==> config.mk <==
export PLATFORM = sky130hd
export DESIGN_NAME = dmem_responder
export DESIGN_NICKNAME = d
export VERILOG_FILES = /design/src/rtl/dmem_pkg.sv /design/src/rtl/dmem_load_align.sv /design/src/rtl/dmem_responder.sv
export SDC_FILE = /design/constraint.sdc
export NUM_CORES = 2
export LEC_CHECK = 0
export BUFFER_PORTS_ARGS = -buffer_cell sky130_fd_sc_hd__buf_2
export CORE_ASPECT_RATIO = 1.75
export CORE_MARGIN = 1.5
export CORE_UTILIZATION = 25
export CTS_CLUSTER_DIAMETER = 60
export DETAILED_ROUTE_END_ITERATION = 10
export SLEW_MARGIN = 10
export SYNTH_ARGS = -nofsm -noshare
export SYNTH_HDL_FRONTEND = slang
export SYNTH_SLANG_ARGS = --single-unit
export TNS_END_PERCENT = 10
==> constraint.sdc <==
create_clock -name i_clk -period 6.3 [get_ports i_clk]
set_input_delay 0.63 -clock i_clk [delete_from_list [all_inputs] [get_ports i_clk]]
set_output_delay 0.63 -clock i_clk [all_outputs]
set_load 0.02 [all_outputs]
==> src/rtl/dmem_pkg.sv <==
// Shared types, funct3 encodings and request-legality helpers for the
// data-memory responder.
package dmem_pkg;

    typedef enum logic [1:0] {IDLE, WAIT, RESP} dmem_state_t;

    localparam logic [2:0] F3_B  = 3'b000;
    localparam logic [2:0] F3_H  = 3'b001;
    localparam logic [2:0] F3_W  = 3'b010;
    localparam logic [2:0] F3_BU = 3'b100;
    localparam logic [2:0] F3_HU = 3'b101;

    // Stores only know B/H/W; loads additionally allow the unsigned forms.
    function automatic logic f3_illegal(input logic we, input logic [2:0] f3);
        logic sized;
        sized = (f3 == F3_B) || (f3 == F3_H) || (f3 == F3_W);
        if (we) return !sized;
        return !(sized || (f3 == F3_BU) || (f3 == F3_HU));
    endfunction

    // Halfwords need even addresses, words need 4-byte alignment.
    function automatic logic misaligned(input logic [2:0] f3, input logic [1:0] lo);
        if ((f3 == F3_H) || (f3 == F3_HU)) return lo[0];
        if (f3 == F3_W) return (lo != 2'b00);
        return 1'b0;
    endfunction

endpackage

==> src/rtl/dmem_load_align.sv <==
// Combinational load aligner: shifts the addressed byte/half down to bit 0
// and sign- or zero-extends it according to funct3.
module dmem_load_align
    import dmem_pkg::*;
(
    input  logic [31:0] i_word,
    input  logic [1:0]  i_off,
    input  logic [2:0]  i_funct3,
    output logic [31:0] o_data
);

    logic [31:0] shifted;

    // Select and extend the addressed lanes.
    always_comb begin
        shifted = i_word >> {i_off, 3'b000};
        case (i_funct3)
            F3_B:    o_data = {{24{shifted[7]}}, shifted[7:0]};
            F3_H:    o_data = {{16{shifted[15]}}, shifted[15:0]};
            F3_W:    o_data = shifted;
            F3_BU:   o_data = {24'd0, shifted[7:0]};
            F3_HU:   o_data = {16'd0, shifted[15:0]};
            default: o_data = 32'd0;
        endcase
    end

endmodule

==> src/rtl/dmem_responder.sv <==
// Data-memory responder: one outstanding load/store at a time, a fixed
// number of wait states before the RAM access, and a held response.
module dmem_responder
    import dmem_pkg::*;
#(
    parameter int P_DATA_WIDTH  = 32,
    parameter int P_ADDR_WIDTH  = 8,
    parameter int P_WAIT_CYCLES = 2
) (
    input  logic                    i_clk,
    input  logic                    i_rst,
    input  logic                    i_req_valid,
    output logic                    o_req_ready,
    input  logic                    i_req_we,
    input  logic [2:0]              i_req_funct3,
    input  logic [P_ADDR_WIDTH-1:0] i_req_addr,
    input  logic [P_DATA_WIDTH-1:0] i_req_wdata,
    output logic                    o_rsp_valid,
    input  logic                    i_rsp_ready,
    output logic [P_DATA_WIDTH-1:0] o_rsp_rdata,
    output logic                    o_rsp_err
);

    localparam int AW    = P_ADDR_WIDTH - 2;
    localparam int DEPTH = 2 ** AW;
    localparam int CW    = (P_WAIT_CYCLES > 0) ? $clog2(P_WAIT_CYCLES + 1) : 1;
    localparam logic [CW-1:0] WAIT_INIT = CW'(P_WAIT_CYCLES);

    dmem_state_t             state_q, state_d;
    logic [CW-1:0]           cnt_q, cnt_d;
    logic                    we_q;
    logic [2:0]              f3_q;
    logic [P_ADDR_WIDTH-1:0] addr_q;
    logic [P_DATA_WIDTH-1:0] wdata_q;
    logic                    rsp_valid_q, rsp_valid_d;
    logic [P_DATA_WIDTH-1:0] rdata_q, rdata_d;
    logic                    err_q, err_d;
    logic [P_DATA_WIDTH-1:0] ram_q [DEPTH];

    logic                    accept, req_bad, access;
    logic [AW-1:0]           widx;
    logic [P_DATA_WIDTH-1:0] load_data, wlanes;
    logic [3:0]              be;

    assign o_req_ready = (state_q == IDLE);
    assign accept      = i_req_valid & o_req_ready;
    assign req_bad     = f3_illegal(i_req_we, i_req_funct3) | misaligned(i_req_funct3, i_req_addr[1:0]);
    assign access      = (state_q == WAIT) && (cnt_q == '0);
    assign widx        = addr_q[P_ADDR_WIDTH-1:2];

    assign o_rsp_valid = rsp_valid_q;
    assign o_rsp_rdata = rdata_q;
    assign o_rsp_err   = err_q;

    dmem_load_align u_align (
        .i_word   (ram_q[widx]),
        .i_off    (addr_q[1:0]),
        .i_funct3 (f3_q),
        .o_data   (load_data)
    );

    // Store lane enables and replicated store data; only legal B/H/W stores reach WAIT.
    always_comb begin
        be     = 4'b1111;
        wlanes = wdata_q;
        case (f3_q[1:0])
            2'b00: begin
                be     = 4'b0001 << addr_q[1:0];
                wlanes = {4{wdata_q[7:0]}};
            end
            2'b01: begin
                be     = 4'b0011 << addr_q[1:0];
                wlanes = {2{wdata_q[15:0]}};
            end
            default: ;
        endcase
    end

    // Next-state logic for the FSM, wait counter and response registers.
    always_comb begin
        state_d     = state_q;
        cnt_d       = cnt_q;
        rsp_valid_d = rsp_valid_q;
        rdata_d     = rdata_q;
        err_d       = err_q;
        case (state_q)
            IDLE: if (accept) begin
                if (req_bad) begin
                    state_d     = RESP;
                    rsp_valid_d = 1'b1;
                    rdata_d     = '0;
                    err_d       = 1'b1;
                end else begin
                    state_d = WAIT;
                    cnt_d   = WAIT_INIT;
                end
            end
            WAIT: begin
                if (cnt_q != '0) begin
                    cnt_d = cnt_q - 1'b1;
                end else begin
                    state_d     = RESP;
                    rsp_valid_d = 1'b1;
                    rdata_d     = we_q ? '0 : load_data;
                    err_d       = 1'b0;
                end
            end
            RESP: if (i_rsp_ready) begin
                state_d     = IDLE;
                rsp_valid_d = 1'b0;
            end
            default: state_d = IDLE;
        endcase
    end

    // Control and response state; reset overrides everything.
    always_ff @(posedge i_clk) begin
        if (i_rst) begin
            state_q     <= IDLE;
            cnt_q       <= '0;
            rsp_valid_q <= 1'b0;
            rdata_q     <= '0;
            err_q       <= 1'b0;
        end else begin
            state_q     <= state_d;
            cnt_q       <= cnt_d;
            rsp_valid_q <= rsp_valid_d;
            rdata_q     <= rdata_d;
            err_q       <= err_d;
        end
    end

    // Request capture at acceptance; no reset needed, only read while busy.
    always_ff @(posedge i_clk) begin
        if (accept) begin
            we_q    <= i_req_we;
            f3_q    <= i_req_funct3;
            addr_q  <= i_req_addr;
            wdata_q <= i_req_wdata;
        end
    end

    // Byte-lane RAM write; a store caught by reset is dropped.
    always_ff @(posedge i_clk) begin
        if (!i_rst && access && we_q) begin
            for (int b = 0; b < 4; b++) begin
                if (be[b]) ram_q[widx][b*8 +: 8] <= wlanes[b*8 +: 8];
            end
        end
    end

endmodule

==> impl_summary.md <==
Worst setup path
The worst-path maximum fanout is 38. The cell with the largest stage delay on the worst path is dfxtp_4. The most numerous cell on the critical path is buf_4.

The critical path goes through buf_4 > nand2b_1 > o221ai_1 > nor2_1 > a21oi_1 > buf_4 > o32ai_1 > or4_1 > o211ai_1 > a211oi_1. The register-to-register path setup slack is 1.68 ns. The worst path required time is 7.05 ns. The category of the critical setup timing path is register to register. The path depth of the worst reg2reg path is 10.

For this run, the slowest stage of the critical path takes 0.77 ns. The endpoint identified for the worst register-to-register timing path is o_rsp_rdata[21]. The data arrival time of the critical path is 5.38 ns. The worst setup path is captured at a register. The startpoint type of the worst setup path is a register.

Floorplanning
In this run the count of I/O pins placed on the die edge is 83. In this run the standard cell core region covers 335000 um2. The cell row count is 281. The die area is 340000 um2.

The die width is 441 um. The die span in y is 770 um. Once the floorplan was initialized, standard cells occupied 25.1% of the core.

Min path
The terminating pin of the worst hold path is wdata_q[25]. The startpoint identified for the worst hold timing path is i_req_wdata[25]. The kind of path behind the tightest hold check is input pin to register. Counting instances, the worst hold path has a depth of 1.

Clocking
The number of levels the H-tree was split into is 4. The later pin in the worst-skew pair is clocked with a latency of 0.87 ns. The TritonCTS clock tree is built.

Once the clock tree was built, the resizer swapped 0 gates to a different size. The clock passes through at most 4 buffers. In this run the clock root is driven by a clkbuf_16. Clock-pin slew was measured on the worst setup and hold paths at 0.07 ns. The total number of clock tree sinks is 2136. The CTS buffer count is 185.

Global routing
Entering global routing, the biggest net connects 112 pins. The first global-routing pass estimated 349000 um of wire. The global router's overall resource usage is 14.7%. The total overflow left after global routing is 0. The number of global-route vias before repair is 42700. The initial antenna violation count is 14.

STA
Measured against its own limit, the worst slew margin works out to 11.7%. Setup repair after global routing left no endpoint under its margin. The achievable frequency is 216 MHz. The final setup violation count is 0.

The count of final max-slew check failures is 0. Clock skew on the completed layout was measured at 0.0724 ns. The final critical path takes up 73.4% of the cycle. The final hold violation count is 0. In the final timing run, aggregate negative setup slack is 0 ns. For the pin with the worst max-slew slack, the measured transition is 1.32 ns. The clock period could shrink to 4.62 ns.

Drt
The number of DRC markers after the initial detailed-route iteration is 4768. The via count normalized by instance count is 4.78. The detailed-routing iteration count for the pre-antenna-repair pass is 8.

For this run, design rule violations remaining after detail routing come to 0. The routed wirelength normalized by instance count is 29.3 um. The routed layout has 41700 vias. Once detail routing completed, the nets flagged for antenna violations numbered 0. Summed over all layers, the routed wires come to 255000 um.

Pwr
For this design the ratio of total power to cell area is 340 nW/um2. The static leakage power is 28.9 nW. The worst-case IR drop observed on VDD is 0.209 mV.

Placement
In this run the tool buffered the top-level ports with 82 buffer cells. Routability-driven placement finished with a final weighted congestion of 0.927. Summed over all nets, the half-perimeter wirelength after detailed placement is 172000 um. Summing all placed instances gives a cell area of 89500 um2.

Finish
The fraction of layout cells with a size suffix above 1 is 23.7%. The final non-filler cell area is 95600 um2. The final layout contains 4224 nets. The area growth from synthesis to layout is 13.7%.

Fill cells in the final layout number 32700.

Yosys
The top cell type by area accounts for 74.7% of the synthesized area. After synthesis, the netlist uses 74 different library cells. In this run, synthesis produced a sequential element count of 2136. The proportion of synthesized chip area in sequential cells is 75.7%.

The number of instances in the synthesized netlist is 4004. In the post-synthesis netlist, the biggest area contributors are edfxtp_1, mux4_2, mux2i_1. The synthesized design spends more area on one cell type than any other, namely edfxtp_1. The post-synthesis instance area is 84100 um2.

Synthesis produced a netlist with a net count of 4053. The predominant post-synthesis flop cell is edfxtp_1. After synthesis, the share of flip-flops with an asynchronous set or reset is 0%. In this run, synthesis inferred 2092 flip-flops with an integrated enable.

Dividing the synthesized area by the synthesized cell count gives 21.0 um2. The most repeated cell in the gate-level netlist after synthesis is edfxtp_1. Sorting the synthesized cells by how often they occur yields edfxtp_1, mux4_2, nor2_1. The number of warnings issued by yosys is 0.

Outcome
The flow ran to the end, and the final reports show no timing, DRC or antenna violations.

Run
Across the run, the number of max-cap violations was 0.
## power by group
group | leakage, nW | total, mW | switching [mW] | internal (mW)
logic | 6.98 | 5.10 | 3.29 | 1.81
clock network | 2.76 | 11.1 | 5.20 | 5.91
registers | 19.2 | 16.3 | 0.183 | 16.1
## timing repair
item / in CTS / in global routing
hold endpoints to repair: 41 / 0
buffers inserted: 0 / 0
hold buffers: 39 / 0
## metal layers
metal / GRT usage (%) / routed length (um) / vias to the layer above / share of wire, %
met5: 0.0864 / 95 / - / 0.037
met4: 12.5 / 25300 / 14 / 9.9
met3: 2.58 / 16400 / 636 / 6.4
met2: 25.8 / 132000 / 1845 / 52
met1: 14.9 / 81300 / 22200 / 32
li1: - / - / 16900 / -
## area by class of cell
type,instances,area (um2),share of cell area [%]
antenna,15,37.5,0.0393
tap,4386,5490,5.74
clock inverter,93,739,0.774
inverter,8,30.0,0.0314
multi-input combinational,1629,19000,19.9
clock buffer,233,4910,5.14
sequential,2136,63700,66.7
timing repair buffer,215,1640,1.72
## worst max-delay path, delay by kind of cell (launching register included)
kind | cells | cell delay [ns]
compound gates | 5 | 1.53
simple gates | 3 | 1.26
buf+inv | 2 | 0.80
flops | 1 | 0.77
## state kept, by name, summed over array words and instances, names as in the netlist, 2 cells and up, named ones only
name	count
addr_q	8
cnt_q	2
f3_q	3
o_rsp_rdata	32
ram_q	2048
state_q	2
wdata_q	32
## cells in the final DEF (no fill, tap or decap), types with 34 or more instances in the layout
cell type      synthesis  routed
a21oi_1               47      47
buf_2                 50      82
buf_4                 40      83
clkbuf_1              77      40
clkbuf_16              0     187
clkinv_2               0      34
dfxtp_1               44      38
dlygate4sd3_1          0      39
edfxtp_1            2092    2092
mux2_2                48      41
mux2i_1              168     168
mux4_2               496     496
nand2_1              140     139
nor2_1               300     294
nor2b_1               36      35
o22ai_1               34      34
## cells by family (layout without fill, tap and decap cells)
family / count (synthesis) / after routing / share of synthesized area, %
compound gates: 294 / 294 / 2.52
simple gates: 594 / 594 / 3.08
mux: 740 / 740 / 16.8
fa+ha+maj: 1 / 1 / 0.0149
buf+inv: 239 / 549 / 1.87
flops: 2136 / 2136 / 75.7
other cells: 0 / 15 / 0
## through the flow
stage	instances	power, mW	hold slack (ns)	setup WS, ns	utilization [%]
floorplan	4004	19.7	0.454	1.80	-
global placement	8334	21.6	0.457	1.70	26.7
detailed placement	8335	21.7	0.457	1.73	26.7
CTS	8700	32.6	0.00300	1.70	28.5
global route	8702	33.3	0.0339	1.60	28.6
finish	8715	32.5	0.0365	1.68	28.6
## worst max path at each step
| stage | startpoint | endpoint | slack, ns | cells after the start |
|---|---|---|---|---|
| finish | register | o_rsp_rdata[21] | 1.68 | 10 |
| global route | register | o_rsp_rdata[18] | 1.60 | 10 |
| CTS | register | o_rsp_rdata[21] | 1.70 | 10 |
| detailed placement | register | o_rsp_rdata[21] | 1.73 | 10 |
| global placement | register | o_rsp_rdata[21] | 1.70 | 9 |
| floorplan | wdata_q[0] | ram_q[0][24] | 1.80 | 2 |
(Power assumes the default switching activity.)
